`config.mk`:
```
export PLATFORM = sky130hd
export DESIGN_NAME = fifo_bram_fwft
export DESIGN_NICKNAME = d
export VERILOG_FILES = /design/src/rtl/fifo_pkg.sv /design/src/rtl/sdp_bram.sv /design/src/rtl/fifo_bram_fwft.sv
export SDC_FILE = /design/constraint.sdc
export NUM_CORES = 1
export LEC_CHECK = 0
export ABC_AREA = 1
export BUFFER_PORTS_ARGS = -buffer_cell sky130_fd_sc_hd__buf_2
export CORE_MARGIN = 8
export CORE_UTILIZATION = 27
export CTS_CLUSTER_SIZE = 10
export DETAILED_ROUTE_END_ITERATION = 7
export GPL_ROUTABILITY_DRIVEN = 0
export PLACE_DENSITY = 0.51
export SYNTH_ARGS = -nofsm -noshare
export SYNTH_HDL_FRONTEND = slang
export SYNTH_SLANG_ARGS = --single-unit
```
`constraint.sdc`:
```
create_clock -name clk -period 17.5 [get_ports clk]
set_clock_uncertainty 0.05 [all_clocks]
set_input_delay 3.5 -clock clk [delete_from_list [all_inputs] [get_ports clk]]
set_output_delay 3.5 -clock clk [all_outputs]
set_load 0.01 [all_outputs]
```
`src/rtl/fifo_pkg.sv`:
```
// Shared definitions for the BRAM-backed first-word-fall-through FIFO.
// Provides default geometry, the prefetch state encoding and a helper
// that sizes the occupancy counter (one extra bit to represent DEPTH).
package fifo_pkg;

  localparam int unsigned DEF_WIDTH  = 288;
  localparam int unsigned DEF_ADDR_W = 2;

  // Output-stage prefetch states
  typedef enum logic [1:0] {
    PF_IDLE  = 2'd0,
    PF_FETCH = 2'd1,
    PF_HOLD  = 2'd2
  } pf_state_t;

  // Counter width able to hold 0..2**addr_w inclusive
  function automatic int unsigned count_width(input int unsigned addr_w);
    return addr_w + 1;
  endfunction

endpackage

```
`src/rtl/sdp_bram.sv`:
```
// Simple-dual-port block RAM with one write port and one registered read port.
// Ports:
//   clk              - clock, rising edge
//   wr_en/wr_adr/wr_dt - write strobe, address, data
//   rd_en/rd_adr     - read strobe and address
//   rd_dt            - read data, registered (valid the edge after rd_en)
// Contents are not reset.
module sdp_bram
  import fifo_pkg::*;
#(
  parameter int unsigned WIDTH  = DEF_WIDTH,
  parameter int unsigned ADDR_W = DEF_ADDR_W
) (
  input  logic              clk,
  input  logic              wr_en,
  input  logic [ADDR_W-1:0] wr_adr,
  input  logic [WIDTH-1:0]  wr_dt,
  input  logic              rd_en,
  input  logic [ADDR_W-1:0] rd_adr,
  output logic [WIDTH-1:0]  rd_dt
);

  localparam int unsigned DEPTH = 2 ** ADDR_W;

  (* ram_style = "block" *) logic [WIDTH-1:0] mem [DEPTH];

  // Write port and registered read port
  always_ff @(posedge clk) begin
    if (wr_en) begin
      mem[wr_adr] <= wr_dt;
    end
    if (rd_en) begin
      rd_dt <= mem[rd_adr];
    end
  end

endmodule

```
`src/rtl/fifo_bram_fwft.sv`:
```
// Synchronous FWFT FIFO over a simple-dual-port block RAM.
// A two-deep read pipeline (RAM read register + output register) hides the
// RAM read latency so a stored word follows a pop with no bubble.
// Ports:
//   clk, rst          - clock; asynchronous active-high reset
//   clr               - synchronous flush (also clears sticky errors)
//   wr_valid/wr_ready/wr_data - producer handshake; wr_ready == !full
//   rd_valid/rd_ready/rd_data - consumer handshake; rd_data is the head word
//   count             - words accepted and not yet popped (0..DEPTH)
//   full, empty, almost_full, almost_empty - registered occupancy flags
//   overflow, underflow - sticky protocol error flags
module fifo_bram_fwft
  import fifo_pkg::*;
#(
  parameter int unsigned WIDTH    = DEF_WIDTH,
  parameter int unsigned ADDR_W   = DEF_ADDR_W,
  parameter int unsigned AF_LEVEL = (2 ** ADDR_W) - 1,
  parameter int unsigned AE_LEVEL = 1
) (
  input  logic              clk,
  input  logic              rst,
  input  logic              clr,
  input  logic              wr_valid,
  output logic              wr_ready,
  input  logic [WIDTH-1:0]  wr_data,
  output logic              rd_valid,
  input  logic              rd_ready,
  output logic [WIDTH-1:0]  rd_data,
  output logic [ADDR_W:0]   count,
  output logic              full,
  output logic              empty,
  output logic              almost_full,
  output logic              almost_empty,
  output logic              overflow,
  output logic              underflow
);

  localparam int unsigned   DEPTH   = 2 ** ADDR_W;
  localparam int unsigned   CW      = count_width(ADDR_W);
  localparam logic [CW-1:0] DEPTH_C = CW'(DEPTH);
  localparam logic [CW-1:0] AF_C    = CW'(AF_LEVEL);
  localparam logic [CW-1:0] AE_C    = CW'(AE_LEVEL);
  localparam logic          AF_RST  = (AF_LEVEL == 0);

  pf_state_t state, state_nxt;

  // Pointers carry one wrap bit so "all DEPTH words unread" differs from "none"
  logic [ADDR_W:0]    wr_ptr, rd_ptr;
  logic               fl_valid, fl_valid_nxt;
  logic [CW-1:0]      count_nxt;
  logic               push, pop, unread, adv, issue;
  logic [WIDTH-1:0]   ram_rd_dt;

  sdp_bram #(
    .WIDTH  (WIDTH),
    .ADDR_W (ADDR_W)
  ) u_ram (
    .clk    (clk),
    .wr_en  (push),
    .wr_adr (wr_ptr[ADDR_W-1:0]),
    .wr_dt  (wr_data),
    .rd_en  (issue),
    .rd_adr (rd_ptr[ADDR_W-1:0]),
    .rd_dt  (ram_rd_dt)
  );

  // Prefetch state register
  always_ff @(posedge clk or posedge rst) begin
    if (rst) begin
      state <= PF_IDLE;
    end else begin
      state <= state_nxt;
    end
  end

  // Handshake decode, prefetch control and next state
  always_comb begin
    push         = 1'b0;
    pop          = 1'b0;
    unread       = 1'b0;
    adv          = 1'b0;
    issue        = 1'b0;
    fl_valid_nxt = fl_valid;
    count_nxt    = count;
    state_nxt    = state;

    push   = wr_valid && wr_ready && !clr;
    pop    = rd_valid && rd_ready && !clr;
    // Registered pointers: a word written this edge is only read from next cycle
    unread = (wr_ptr != rd_ptr);
    // RAM read register moves to the output when the output is free or popped
    adv    = fl_valid && (state != PF_HOLD || pop);
    // Keep the read register full whenever the RAM has something for it
    issue  = !clr && unread && (!fl_valid || adv);

    fl_valid_nxt = issue || (fl_valid && !adv);

    if (push && !pop) begin
      count_nxt = count + CW'(1);
    end else if (pop && !push) begin
      count_nxt = count - CW'(1);
    end

    case (state)
      PF_IDLE: begin
        if (issue) begin
          state_nxt = PF_FETCH;
        end
      end
      PF_FETCH: begin
        if (adv) begin
          state_nxt = PF_HOLD;
        end
      end
      PF_HOLD: begin
        // A word already in the read register refills the output directly
        if (pop && !fl_valid) begin
          state_nxt = issue ? PF_FETCH : PF_IDLE;
        end
      end
      default: state_nxt = PF_IDLE;
    endcase

    if (clr) begin
      state_nxt    = PF_IDLE;
      fl_valid_nxt = 1'b0;
      count_nxt    = '0;
    end
  end

  // Pointers, occupancy, flags and output register
  always_ff @(posedge clk or posedge rst) begin
    if (rst) begin
      wr_ptr       <= '0;
      rd_ptr       <= '0;
      fl_valid     <= 1'b0;
      rd_valid     <= 1'b0;
      rd_data      <= '0;
      count        <= '0;
      full         <= 1'b0;
      empty        <= 1'b1;
      wr_ready     <= 1'b1;
      almost_full  <= AF_RST;
      almost_empty <= 1'b1;
      overflow     <= 1'b0;
      underflow    <= 1'b0;
    end else if (clr) begin
      wr_ptr       <= '0;
      rd_ptr       <= '0;
      fl_valid     <= 1'b0;
      rd_valid     <= 1'b0;
      rd_data      <= '0;
      count        <= '0;
      full         <= 1'b0;
      empty        <= 1'b1;
      wr_ready     <= 1'b1;
      almost_full  <= AF_RST;
      almost_empty <= 1'b1;
      overflow     <= 1'b0;
      underflow    <= 1'b0;
    end else begin
      if (push) begin
        wr_ptr <= wr_ptr + (ADDR_W+1)'(1);
      end
      if (issue) begin
        rd_ptr <= rd_ptr + (ADDR_W+1)'(1);
      end
      if (adv) begin
        rd_data <= ram_rd_dt;
      end
      fl_valid     <= fl_valid_nxt;
      rd_valid     <= (state_nxt == PF_HOLD);
      count        <= count_nxt;
      full         <= (count_nxt == DEPTH_C);
      empty        <= (count_nxt == '0);
      wr_ready     <= (count_nxt != DEPTH_C);
      almost_full  <= (count_nxt >= AF_C);
      almost_empty <= (count_nxt <= AE_C);
      if (wr_valid && !wr_ready) begin
        overflow <= 1'b1;
      end
      if (rd_ready && !rd_valid) begin
        underflow <= 1'b1;
      end
    end
  end

endmodule
```
==> flow_results.org, run 1 <==
** Run status
- Run status :: finished clean

** Place
- Number of I/O port buffers :: 591
- Placed cell count :: 7,983
- Dpl ws :: 9199 ps
- Summed over all nets, the half-perimeter wirelength after detailed placement is 108.5 mm.

** Clock network
- Buffers added to address setup during post-CTS repair amount to 0.
- CTS tree :: built
- Cell at the root of the clock tree :: clkbuf_16
- Worst-skew pair later-pin latency :: 840 ps
- CTS buffer count :: 200
- The clock net in this run drives a total of 1,748 sinks.
- Clock edge transition at the registers on the reported setup and hold paths :: 60 ps
- Number of H-tree levels :: 4
- Post-CTS repair changed the size of 0 cells.
- Buffers inserted to repair hold after CTS numbered 0.
- Number of buffers between clock root and the deepest sink :: 3

** Timing
- Worst slew margin relative to its limit :: 20.79%
- At the pin with the least slew margin, the transition time is 1188 ps.
- Worst-case setup margin in the final layout :: 10,110 ps
- Highest clock frequency the design can meet :: 135.3 MHz
- Setup violations remaining at the end of the flow were counted as 0.
- On the final layout, the worst hold slack is 446.5 ps.
- Adding up every negative setup slack in the final design gives 0 ps.
- Fin crit period :: 7393 ps
- Setup repair after global routing left no endpoint under its margin.
- The final count of hold timing violations came to 0.
- The final-report max-slew violation count came to 0.
- The final critical path takes up 42.24% of the cycle.

** Synth
- Biggest area consumer among synthesized cells :: edfxtp_1
- After Yosys synthesis, full adders, half adders and majority gates account for 0.1358% of the synthesized area.
- Number of library cell types mapped by synthesis :: 32
- Post-synthesis cell area :: 0.06449 mm^2
- After synthesis, the share of flip-flops with an asynchronous set or reset is 17.62%.
- Dividing the synthesized area by the synthesized cell count gives 14.47 um^2.
- Xor and xnor area share after synthesis :: 0.08149%
- The top cell type by area accounts for 67.05% of the synthesized area.
- Synthesis inferred 1,748 register bits.
- EDFF count, synth :: 1,440
- Dominant cells by area after synthesis :: edfxtp_1, dfrtp_1, o21ai_0
- Dominant combinational cell family by area after synthesis :: compound AO/OA/AOI/OAI gates
- In the synthesized netlist, mux cells make up 0% of the area.
- The number of nets handed over by synthesis was 4,756.
- Portion of the post-synthesis area used by sequential elements :: 79.01%
- Dominant synthesized flop cell :: edfxtp_1
- Cell count after synthesis :: 4,456
- Compound-gate portion of the synthesized area :: 10.65%
- The synthesized netlist devotes 6.069% of its cell area to simple gates.
- Total of warnings raised by yosys :: 0

** Critical path
- Dominant cell type by count on the critical path :: buf_4
- Reg2reg path depth :: 5
- The critical path is of the in -> reg type.
- For this run, the slowest stage of the critical path takes 820 ps.
- Sequence of cells on the critical path :: buf_2, inv_8, nand3_2, nor2_4, buf_4, buf_4, buf_4
- STA classifies the critical path endpoint as a flip-flop.
- Of all nets on the critical path, the largest fanout is 104.
- Nature of the critical path startpoint :: input pin
- For this design, the slowest cell found on the critical path is buf_4.
- Arrival time at the worst endpoint :: 7770 ps
- STA puts the critical path data required time at 17,880 ps.

** Die
- Placement row count :: 179
- Area inside the core boundary :: 0.2376 mm^2
- Boundary pin count :: 592
- Effective utilization at floorplan :: 27.14%
- Measured along the x axis, the die boundary spans 504.7 um.
- The die is 504.7 um tall.
- The die covers 0.2547 mm^2.

** Worst hold path
- The worst hold path was traced through 2 stages.
- In this run the worst hold path is classified as reg -> reg.

** Drt
- First-pass iteration count of the detailed router :: 8
- Antenna viol nets, final :: 0
- DR iter-0 viols :: 2,944
- In the final routed layout, each cell accounts on average for 20.90 um.
- For this block, the routed nets add up to 175.5 mm of wire.
- Vias :: 37,787
- Vias per inst :: 4.501
- For this run, design rule violations remaining after detail routing come to 0.

** Layout
- Of the cells placed in the final design, the portion with a size suffix greater than 1 is 20.84%.
- Non-Filler Instances :: 8,396
- In the final design database the tool counted 5,318 nets.
- The area growth from synthesis to layout is 19.01%.

** GRT
- Maximum number of pins on one net before global-route repair :: 204
- Antenna violations before repair :: 116
- For this run the aggregate overflow at the end of global routing stands at 0.
- Wire length of the first global-routing pass :: 257.2 mm
- Number of global-route vias before repair :: 37,511
- Global-route usage over all layers :: 13.20%

** Power and ir drop
- Across the VDD grid, the largest voltage drop is 0.1140 mV.
- The design draws 11.71 mW.
- Pwr dens :: 152.6 mW/mm^2
- LEAKAGE :: 28.39 nW

** Run
- Across the run, the number of max-cap violations was 0.
[sequential cells by signal, summed over array words and instances, names as in the netlist]
signal and count:
state 2, fl_valid 1, overflow 1, rd_ptr 3, u_ram.mem 1152, empty 1
rd_valid 1, full 1, almost_empty 1, u_ram.rd_dt 288, almost_full 1, wr_ready 1
wr_ptr 3, count 3, rd_data 288, underflow 1
[synthesized netlist by cell type, types with 2 or more instances]
master and instances:
edfxtp_1 1440, o22ai_1 288, o21ai_1 102, dfstp_2 3
buf_6 24, nand4_1 2, dfrtp_1 305, o21ai_0 585
a21oi_1 6, xnor2_1 5, nand3_2 2, nand2_1 31
nor2_1 590, clkbuf_1 128, buf_4 9, nand3_1 297
o21ai_2 181, ha_1 7, inv_2 3, buf_2 107
nand2_4 2, inv_1 312, buf_1 18
[worst max-delay path, delay by kind of cell]
kind / cells / cell delay (ps)
buffers and inverters: 5 / 2920
and+or+nand+nor: 2 / 1100
[kinds of logic (layout without fill, tap and decap cells)]
kind of cell               Yosys count  after routing
buffers and inverters              603           1335
DFF                               1748           1748
xor gates and xnor gates             6              6
AOI/OAI and AO/OA                 1164           1164
adders and majority gates            7              7
other                                0             41
and+or+nand+nor                    928            928
[worst paths after layout]
| kind | start | to | slack, ps |
|---|---|---|---|
| worst max-delay path | clr | u_ram.mem[0][165] | 10110 |
| worst min-delay path | u_ram.rd_dt[1] | rd_data[1] | 450 |
| worst max register to register | wr_ready | u_ram.mem[0][165] | 13050 |
| worst min register to register | u_ram.rd_dt[1] | rd_data[1] | 450 |
| max in group asynchronous | rst | rd_ptr[1] | 12040 |
| min in group asynchronous | rst | rd_data[183] | 2680 |
[metal layers]
layer | vias up | GRT usage [%] | wire, um
li1 | 17432 | - | -
met1 | 18967 | 16.38 | 72380
met2 | 984 | 23.10 | 88420
met3 | 368 | 2.951 | 9781
met4 | 36 | 3.745 | 4687
met5 | - | 0 | 227
[layout make-up]
| class | count | area [um^2] |
|---|---|---|
| fill | 23522 | 160900 |
| sequential | 1748 | 50960 |
| multi-input combinational | 2105 | 10960 |
| clock buffer | 351 | 5715 |
| tap | 3167 | 3963 |
| timing repair buffer | 646 | 3471 |
| inverter | 317 | 1236 |
| clock inverter | 21 | 340.3 |
| antenna | 41 | 102.6 |
[metrics by stage]
stage	instance area, um^2	util [%]
after floorplan	64490	-
after global placement	70590	29.71
after detailed placement	70590	29.71
after CTS	76650	32.26
after global routing	76670	32.26
final	76750	32.30
[placed cells by master, fill, tap and decap left out, types with 4 or more instances in the layout]
cell type	count
a21oi_1	6
buf_12	8
buf_2	591
buf_4	47
clkbuf_1	140
clkbuf_16	203
clkbuf_8	8
clkinv_16	5
dfrtp_1	303
diode_2	41
edfxtp_1	1440
ha_1	7
inv_1	311
inv_16	5
inv_8	4
nand2_1	31
nand3_1	297
nor2_1	586
nor2_4	5
o21ai_0	585
o21ai_1	102
o21ai_2	181
o22ai_1	288
xnor2_1	5
[report_power, final]
group          switching, mW  internal [mW]  total (mW)
Clock                   1.65           2.21        3.86
Combinational           1.69          0.629        2.32
Sequential             0.271           5.26        5.54
Total                   3.60           8.11        11.7
No activity file was read; power rests on OpenSTA's default activity.
==> run 2: changes to the inputs <==
Settings changed: ABC_AREA 1 to 0.
Clock period 17.5 ns to 7.2 ns, I/O delays scaled along.
==> flow_results.org, run 2 <==
** Synth
- Dominant synthesized flop cell :: edfxtp_1
- Number of library cell types mapped by synthesis :: 44 (+38%)
- Mapped Avg Cell Area :: 24.06 um^2 (+66%)
- The total of warnings raised by yosys was 0 (unchanged).
- The number of synthesized flops with an enable pin is 1,440 (unchanged).
- The fraction of registers with async set/reset was 17.62% (unchanged).
- Post-synthesis cell area :: 0.06129 mm^2 (-5.0%)
- Cell with the most instances after synthesis :: edfxtp_1
- Portion of the post-synthesis area used by sequential elements :: 83.13% (+4.1 points)
- The post-synthesis net count is 2,848 (-40%).
- By area the synthesized netlist is led by edfxtp_1, dfrtp_1, mux4_2.
- Biggest area consumer among synthesized cells :: edfxtp_1
- Cell count after synthesis :: 2,548 (-43%)
- The area share of the leading cell type in the synthesized netlist is 70.55% (+3.5 points).
- The flip-flop and latch count after synthesis is 1,748 (unchanged).
- Top cells by instance count after synthesis :: edfxtp_1, dfrtp_1, a22o_1, mux4_2, buf_2

** Drt
- The remaining antenna violation count after routing came to 0 (unchanged).
- The first-pass iteration count of the detailed router is 5 (-3).
- The per-cell via count in the routed design came to 4.364 (-3.0%).
- The overall via count from detail_route was 28,241 (-25%).
- The post-route DRC violation count is 0 (unchanged).
- The routed length per placed instance is 23.28 um (+11%).
- The number of violations reported at the end of detailed-routing iteration 0 was 1,670 (-43%).
- The routed wire length came to 150.6 mm (-14%).

** Clock network
- Number of H-tree levels :: 4 (unchanged)
- TritonCTS built the clock tree.
- The clock network latency to the later pin of the worst-skew pair was 830 ps (about the same).
- The number of buffers created by CTS came to 201 (+0.50%).
- Quantity of hold-fixing buffers added after cts :: 0 (unchanged)
- Cell at the root of the clock tree :: clkbuf_16
- Count of cells resized by post-cts repair :: 0 (unchanged)
- The number of setup buffers added after CTS is 0 (unchanged).
- Clock edge transition at the registers on the reported setup and hold paths :: 60 ps (about the same)
- The maximum clock insertion buffer count came to 3 (unchanged).
- The clock net sink count is 1,748 (unchanged).

** Critical path
- Arrival time at the worst endpoint :: 4040 ps (-3730 ps)
- Sequence of cells on the critical path :: buf_12, buf_4, mux4_2
- Among all stages on the critical path, the largest delay is contributed by dfrtp_4.
- WS Path Type :: reg -> reg
- Worst R2R Setup Slack :: 3630 ps (-9420 ps)
- The stage delay of the slowest cell on the critical path is 980 ps (+160 ps).
- Largest fanout on the critical path :: 107 (+2.9%)
- Nature of the critical path endpoint :: flip-flop
- Required time of the critical path :: 7670 ps (-10,210 ps)
- Reg2reg path depth :: 3 (-2)
- STA classifies the critical path startpoint as a flip-flop.

** Power and ir drop
- The internal power came to 20.12 mW (+150%).
- The leakage dissipation is 26.16 nW (-7.8%).
- VDD IR max :: 0.2434 mV (+110%)
- The power share of the clock group is 34.0% (+1.0 points).
- The share of total power in combinational logic is 17.3% (-2.5 points).
- The overall power after layout came to 27.48 mW (+130%).
- The net switching power figure was 7.359 mW (+100%).
- Switching Fraction :: 26.78% (-4.0 points)
- The sequential cell fraction of total power came to 48.6% (+1.3 points).
- The ratio of total power to cell area was 370.3 mW/mm^2 (+140%).

** Die
- Width of the die :: 492.5 um (-2.4%)
- Vertical die dimension :: 492.5 um (-2.4%)
- Placement row count :: 175 (-2.2%)
- The core area came to 0.2266 mm^2 (-4.6%).
- The starting utilization of the core area is 27.05% (-0.092 points).
- The die area is 0.2425 mm^2 (-4.8%).
- The number of primary I/O pins is 592 (unchanged).

** Layout
- The final layout net count came to 3,562 (-33%).
- Area growth from synthesis to final layout :: 21.08%
- Most frequent cells in the layout :: edfxtp_1, buf_2, dfrtp_1
- The library cell used most frequently in the layout, excluding fill and tap cells, is edfxtp_1.
- Max reg flops :: 1,152 (unchanged)
- The layout cell share with drive strength beyond 1 is 34.62% (+14 points).
- Register with the most flip-flops :: u_ram.mem
- Registers with the highest flip-flop counts :: u_ram.mem x1152, rd_data x288, u_ram.rd_dt x288

** Place
- The count of buffers from port buffering came to 591 (unchanged).
- Dpl ws :: 3055 ps (-6144 ps)
- Detail Placement HPWL :: 90.89 mm (-16%)

** GRT
- The total global routing track utilization is 12.09% (-1.1 points).
- Antenna violations before repair :: 85 (-27%)
- The maximum number of pins on one net before global-route repair is 120 (-41%).
- The number of global-route vias before repair came to 29,959 (-20%).
- Wire length of the first global-routing pass :: 218.1 mm (-15%)
- The total global routing overflow is 0 (unchanged).

** Timing
- Fin crit period :: 3572 ps
- Timing would allow up to 280.0 MHz.
- Hold violation count in the final report :: 0 (unchanged)
- Slew Viols, Final :: 0 (unchanged)
- RSZ-0062 raised after global routing :: false
- Slew at the pin closest to its max-slew limit :: 1124 ps (-64.11 ps)
- Worst slew margin relative to its limit :: 25.07% (+4.3 points)
- Final Cycle Share :: 49.61%
- The total of endpoints with negative setup slack in the final report is 0 (unchanged).
- Worst-case setup margin in the final layout :: 3628 ps (-6479 ps)

** Worst hold path
- In this run the worst hold path is classified as reg -> reg.
- The depth of the worst hold-timing path is 1 (-1).

** Run status
- The flow ran to the end, and the final reports show no timing, DRC or antenna violations.

** Run
- Number of maximum-capacitance violations :: 0 (unchanged)
run 2: power by group through the flow:
stage | registers (mW) | clock network (mW) | logic [mW]
2_1_floorplan | 13.6 | 0 | 2.92
3_3_place_gp | 13.6 | 0 | 4.90
3_5_place_dp | 13.6 | 0 | 4.96
4_1_cts | 13.4 | 9.70 | 4.96
5_1_grt | 13.5 | 10.1 | 5.18
6_report | 13.4 | 9.36 | 4.76
run 2: layout make-up:
cell class	instances	area, um^2
timing repair buffer	643	3636
clock inverter	27	392.9
inverter	7	30.03
tap	3009	3765
multi-input combinational	661	9683
sequential	1748	50960
fill	21505	152400
clock buffer	348	5674
antenna	28	70.07
run 2: layer usage:
metal / GRT usage [%] / up-vias / share of wire (%)
met3: 4.619 / 326 / 8.1
met1: 15.22 / 14850 / 42
met5: 0 / - / 0.25
met2: 19.25 / 781 / 47
met4: 3.939 / 60 / 2.7
li1: - / 12224 / -
run 2: critical path, delay by kind of cell (launching register included):
family                 cells  cell delay (ps)
buffers and inverters      2             1260
flip-flops                 1              980
multiplexers               1              450
run 2: cells by family after synthesis:
family | Yosys count | synth area share [%]
buffers and inverters | 139 | 1.164
AOI/OAI and AO/OA | 308 | 4.336
muxes | 292 | 10.65
and+or+nand+nor | 46 | 0.4491
DFF | 1748 | 83.13
adders and majority gates | 7 | 0.1429
xor gates and xnor gates | 8 | 0.1266
run 2: path summary, 6_finish.rpt:
check / startpoint / to
worst min register to register: u_ram.rd_dt[158] / rd_data[158]
worst max-delay path: rd_ptr[1] / u_ram.rd_dt[158]
worst min-delay path: u_ram.rd_dt[158] / rd_data[158]
min in group asynchronous: rst / rd_data[247]
max in group asynchronous: rst / rd_ptr[1]
worst max register to register: rd_ptr[1] / u_ram.rd_dt[158]
run 2: stage by stage:
| step | cells | hold slack, ps | util (%) | cell area, um^2 | TNS [ps] |
|---|---|---|---|---|---|
| 2_1_floorplan | 2548 | 392.6 | - | 61350 | -3518320 |
| 3_3_place_gp | 6068 | 394.4 | 30.04 | 68070 | 0 |
| 3_5_place_dp | 6068 | 397.6 | 30.04 | 68070 | 0 |
| 4_1_cts | 6443 | 388.5 | 32.72 | 74140 | 0 |
| 5_1_grt | 6455 | 414.7 | 32.73 | 74170 | 0 |
| 6_report | 6471 | 394.0 | 32.75 | 74210 | 0 |
==> run 3: changes to the inputs <==
Settings changed: PLACE_DENSITY 0.51 to 0.52.
Clock period 7.2 ns to 3.15 ns, I/O delays scaled along.
==> flow_results.org, run 3 (synthesis results as in run 2) <==
** Critical path
- The critical path goes through xor2_1, nor3_1, nor2b_4, nor2b_4, buf_12, buf_12.
- Nature of the critical path endpoint :: flip-flop
- Worst R2R Setup Slack :: 760 ps (-2870 ps)
- Arrival time at the worst endpoint :: 2840 ps (-1200 ps)
- Cell family with most CP delay :: simple AND/OR/NAND/NOR gates
- The top fanout value on the critical path came to 58 (-46%).
- The required time reported for the critical path endpoint came to 3600 ps (-4070 ps).
- The stage delay of the slowest cell on the critical path came to 520 ps (-460 ps).
- The total buffers and inverters traversed by the critical path came to 2 (unchanged).
- The worst setup path is launched from a flip-flop.
- The slowest stage of the critical path is the dfrtp_4 cell.
- The worst setup path is of the reg -> reg kind.

** Layout
- The final layout net count came to 3,948 (+11%).
- Area growth from synthesis to final layout :: 27.95%
- Leading cell type in the layout, fill and taps excluded :: edfxtp_1
- Counting flops per register, the top entry is u_ram.mem.
- Final design utilization :: 34.61% (+1.9 points)
- Max reg flops :: 1,152 (unchanged)
- Filler cell count in the final layout :: 21,204 (-1.4%)
- Share of post-route cells with drive strength above 1 :: 33.92% (-0.71 points)
- The total area of sequential cells is 0.05096 mm^2 (unchanged).
- Registers with the highest flip-flop counts :: u_ram.mem x1152, rd_data x288, u_ram.rd_dt x288
- Footprint of the multi-input gates :: 0.009712 mm^2 (+0.30%)
- Most frequent cells in the layout :: edfxtp_1, buf_2, dfrtp_1

** Power and ir drop
- Pwr dens :: 819.2 mW/mm^2 (+120%)
- The leakage dissipation is 28.08 nW (+7.4%).
- The share of total power in combinational logic came to 18.3% (+1.0 points).
- The internal power was 47.06 mW (+130%).
- The share of total power consumed by net switching came to 26.76% (about the same).
- Psw :: 17.19 mW (+130%)
- Post-layout power :: 64.25 mW (+130%)
- Clock share of power :: 34.3% (+0.3 points)
- VDD IR max :: 0.5316 mV (+120%)
- The sequential cell fraction of total power came to 47.4% (-1.2 points).

** Clock network
- Number of setup buffers added after CTS :: 0 (unchanged)
- Clock edge transition at the registers on the reported setup and hold paths :: 60 ps (about the same)
- The number of buffers created by CTS was 203 (+1.0%).
- Clock sink count :: 1,748 (unchanged)
- The clock network latency to the later pin of the worst-skew pair came to 860 ps (+30 ps).
- Number of buffers between clock root and the deepest sink :: 3 (unchanged)
- CTS tree :: built
- Cell at the root of the clock tree :: clkbuf_16
- The deepest level of the CTS H-tree is 4 (unchanged).

** Timing
- Highest clock frequency the design can meet :: 417.5 MHz (+49%)
- The final period utilization is 76.03% (+26 points).
- Fin crit period :: 2395 ps (-1177 ps)
- Final sum of negative setup slack :: 0 ps (unchanged)
- The headroom to the max-slew limit is 13.97% (-11 points).
- Setup repair after global routing left no endpoint under its margin.
- Final Setup Violations :: 0 (unchanged)
- Slew Viols, Final :: 0 (unchanged)
- Slew at the pin closest to its max-slew limit :: 1290 ps (+166.5 ps)
- Hold violation count in the final report :: 0 (unchanged)

** Place
- Number of I/O port buffers :: 591 (unchanged)
- The placed wire-length estimate is 100.2 mm (+10%).

** Drt
- The number of violations reported at the end of detailed-routing iteration 0 was 1,962 (+17%).
- The routed length per placed instance came to 22.35 um (-4.0%).
- The overall via count from detail_route came to 29,833 (+5.6%).
- First-pass iteration count of the detailed router :: 5 (unchanged)
- The routed wire length came to 153.3 mm (+1.8%).
- The remaining antenna violation count after routing was 0 (unchanged).
- The post-route DRC violation count is 0 (unchanged).
- Vias per inst :: 4.349 (-0.35%)

** Die
- Total die area :: 0.2425 mm^2 (unchanged)
- Boundary pin count :: 592 (unchanged)
- The starting utilization of the core area is 27.05% (unchanged).
- Placement row count :: 175 (unchanged)
- Area inside the core boundary :: 0.2266 mm^2 (unchanged)
- The x dimension of the die came to 492.5 um (unchanged).
- Vertical die dimension :: 492.5 um (unchanged)

** Run
- The number of max-capacitance violations reported came to 0 (unchanged).

** GRT
- The number of global-route vias before repair was 31,854 (+6.3%).
- Leftover overflow at the end of global routing :: 0 (unchanged)
- The wire length of the first global-routing pass is 224.6 mm (+3.0%).
- The maximum number of pins on one net before global-route repair was 114 (-5.0%).
- The total global routing track utilization is 12.34% (+0.25 points).
- The number of antenna violations at the first check in global routing came to 41 (-52%).

** Run status
- The run finished with clean final reports.

** Worst hold path
- Classification of the worst-slack hold path :: in -> async
run 3: cell count changes in the layout (fill, tap and decap cells not counted), moves of 2 or more:
cell	before	now
clkinv_16	7	11
clkinvlp_4	4	1
clkbuf_8	5	8
dlygate4sd3_1	0	287
clkbuf_16	203	206
clkinv_4	0	3
buf_4	29	101
buf_12	23	48
clkbuf_1	140	137
clkinv_2	8	5
bufinv_16	1	3
run 3: final cells by class:
cell class | instances | share of cell area [%]
clock inverters | 30 | 0.7148
diodes | 27 | 0.08615
flip-flops and latches | 1748 | 64.98
well taps | 3009 | 4.801
repair buffers | 1027 | 9.627
inverters | 7 | 0.03829
multi-input cells | 661 | 12.38
clock buffers | 351 | 7.369
run 3: stage by stage:
stage	setup WS (ps)	cells	hold slack [ps]	cell area [um^2]
floorplan	-5529	2548	392.6	61420
global placement	587.0	6165	395.4	69140
detailed placement	596.0	6165	399.1	69140
CTS	758.3	6833	15.28	78360
global route	656.2	6852	36.69	78400
finish	755.0	6860	85.65	78420
run 3: per-layer routing:
layer | track usage, % | up-vias | wire length, um
met2 | 20.20 | 773 | 74150
met4 | 3.243 | 24 | 3266
met5 | 0 | - | 147
met3 | 3.349 | 221 | 8884
met1 | 16.28 | 15828 | 66840
li1 | - | 12987 | -
run 3: power by group through the flow:
stage / Clock, mW / Combinational [mW] / Sequential, mW
global route: 23.6 / 12.7 / 30.7
floorplan: 0 / 6.70 / 31.0
global placement: 0 / 11.7 / 30.9
finish: 22.0 / 11.8 / 30.4
CTS: 22.7 / 12.2 / 30.5
detailed placement: 0 / 11.8 / 30.9
run 3: what timing repair did:
item                        CTS  global route
hold endpoints to repair   1142             0
hold buffers                287             0
setup endpoints to repair     0             0
resized for setup             0             0
run 3: worst paths after layout:
check	endpoint	start	depth (start not counted)
hold reg to reg	rd_data[63]	u_ram.rd_dt[63]	1
max in group asynchronous	rd_data[129]	rst	4
setup / recovery	u_ram.rd_dt[194]	rd_ptr[1]	6
setup reg to reg	u_ram.rd_dt[194]	rd_ptr[1]	6
min in group clk	u_ram.mem[2][258]	wr_data[258]	1
hold / removal	rd_data[209]	rst	3
run 3: worst reg2reg max path: stages (launching register included):
cell     delay (ps)
dfrtp_4         520
xor2_1          170
nor3_1          470
nor2b_4         100
nor2b_4         180
buf_12          210
buf_12          270
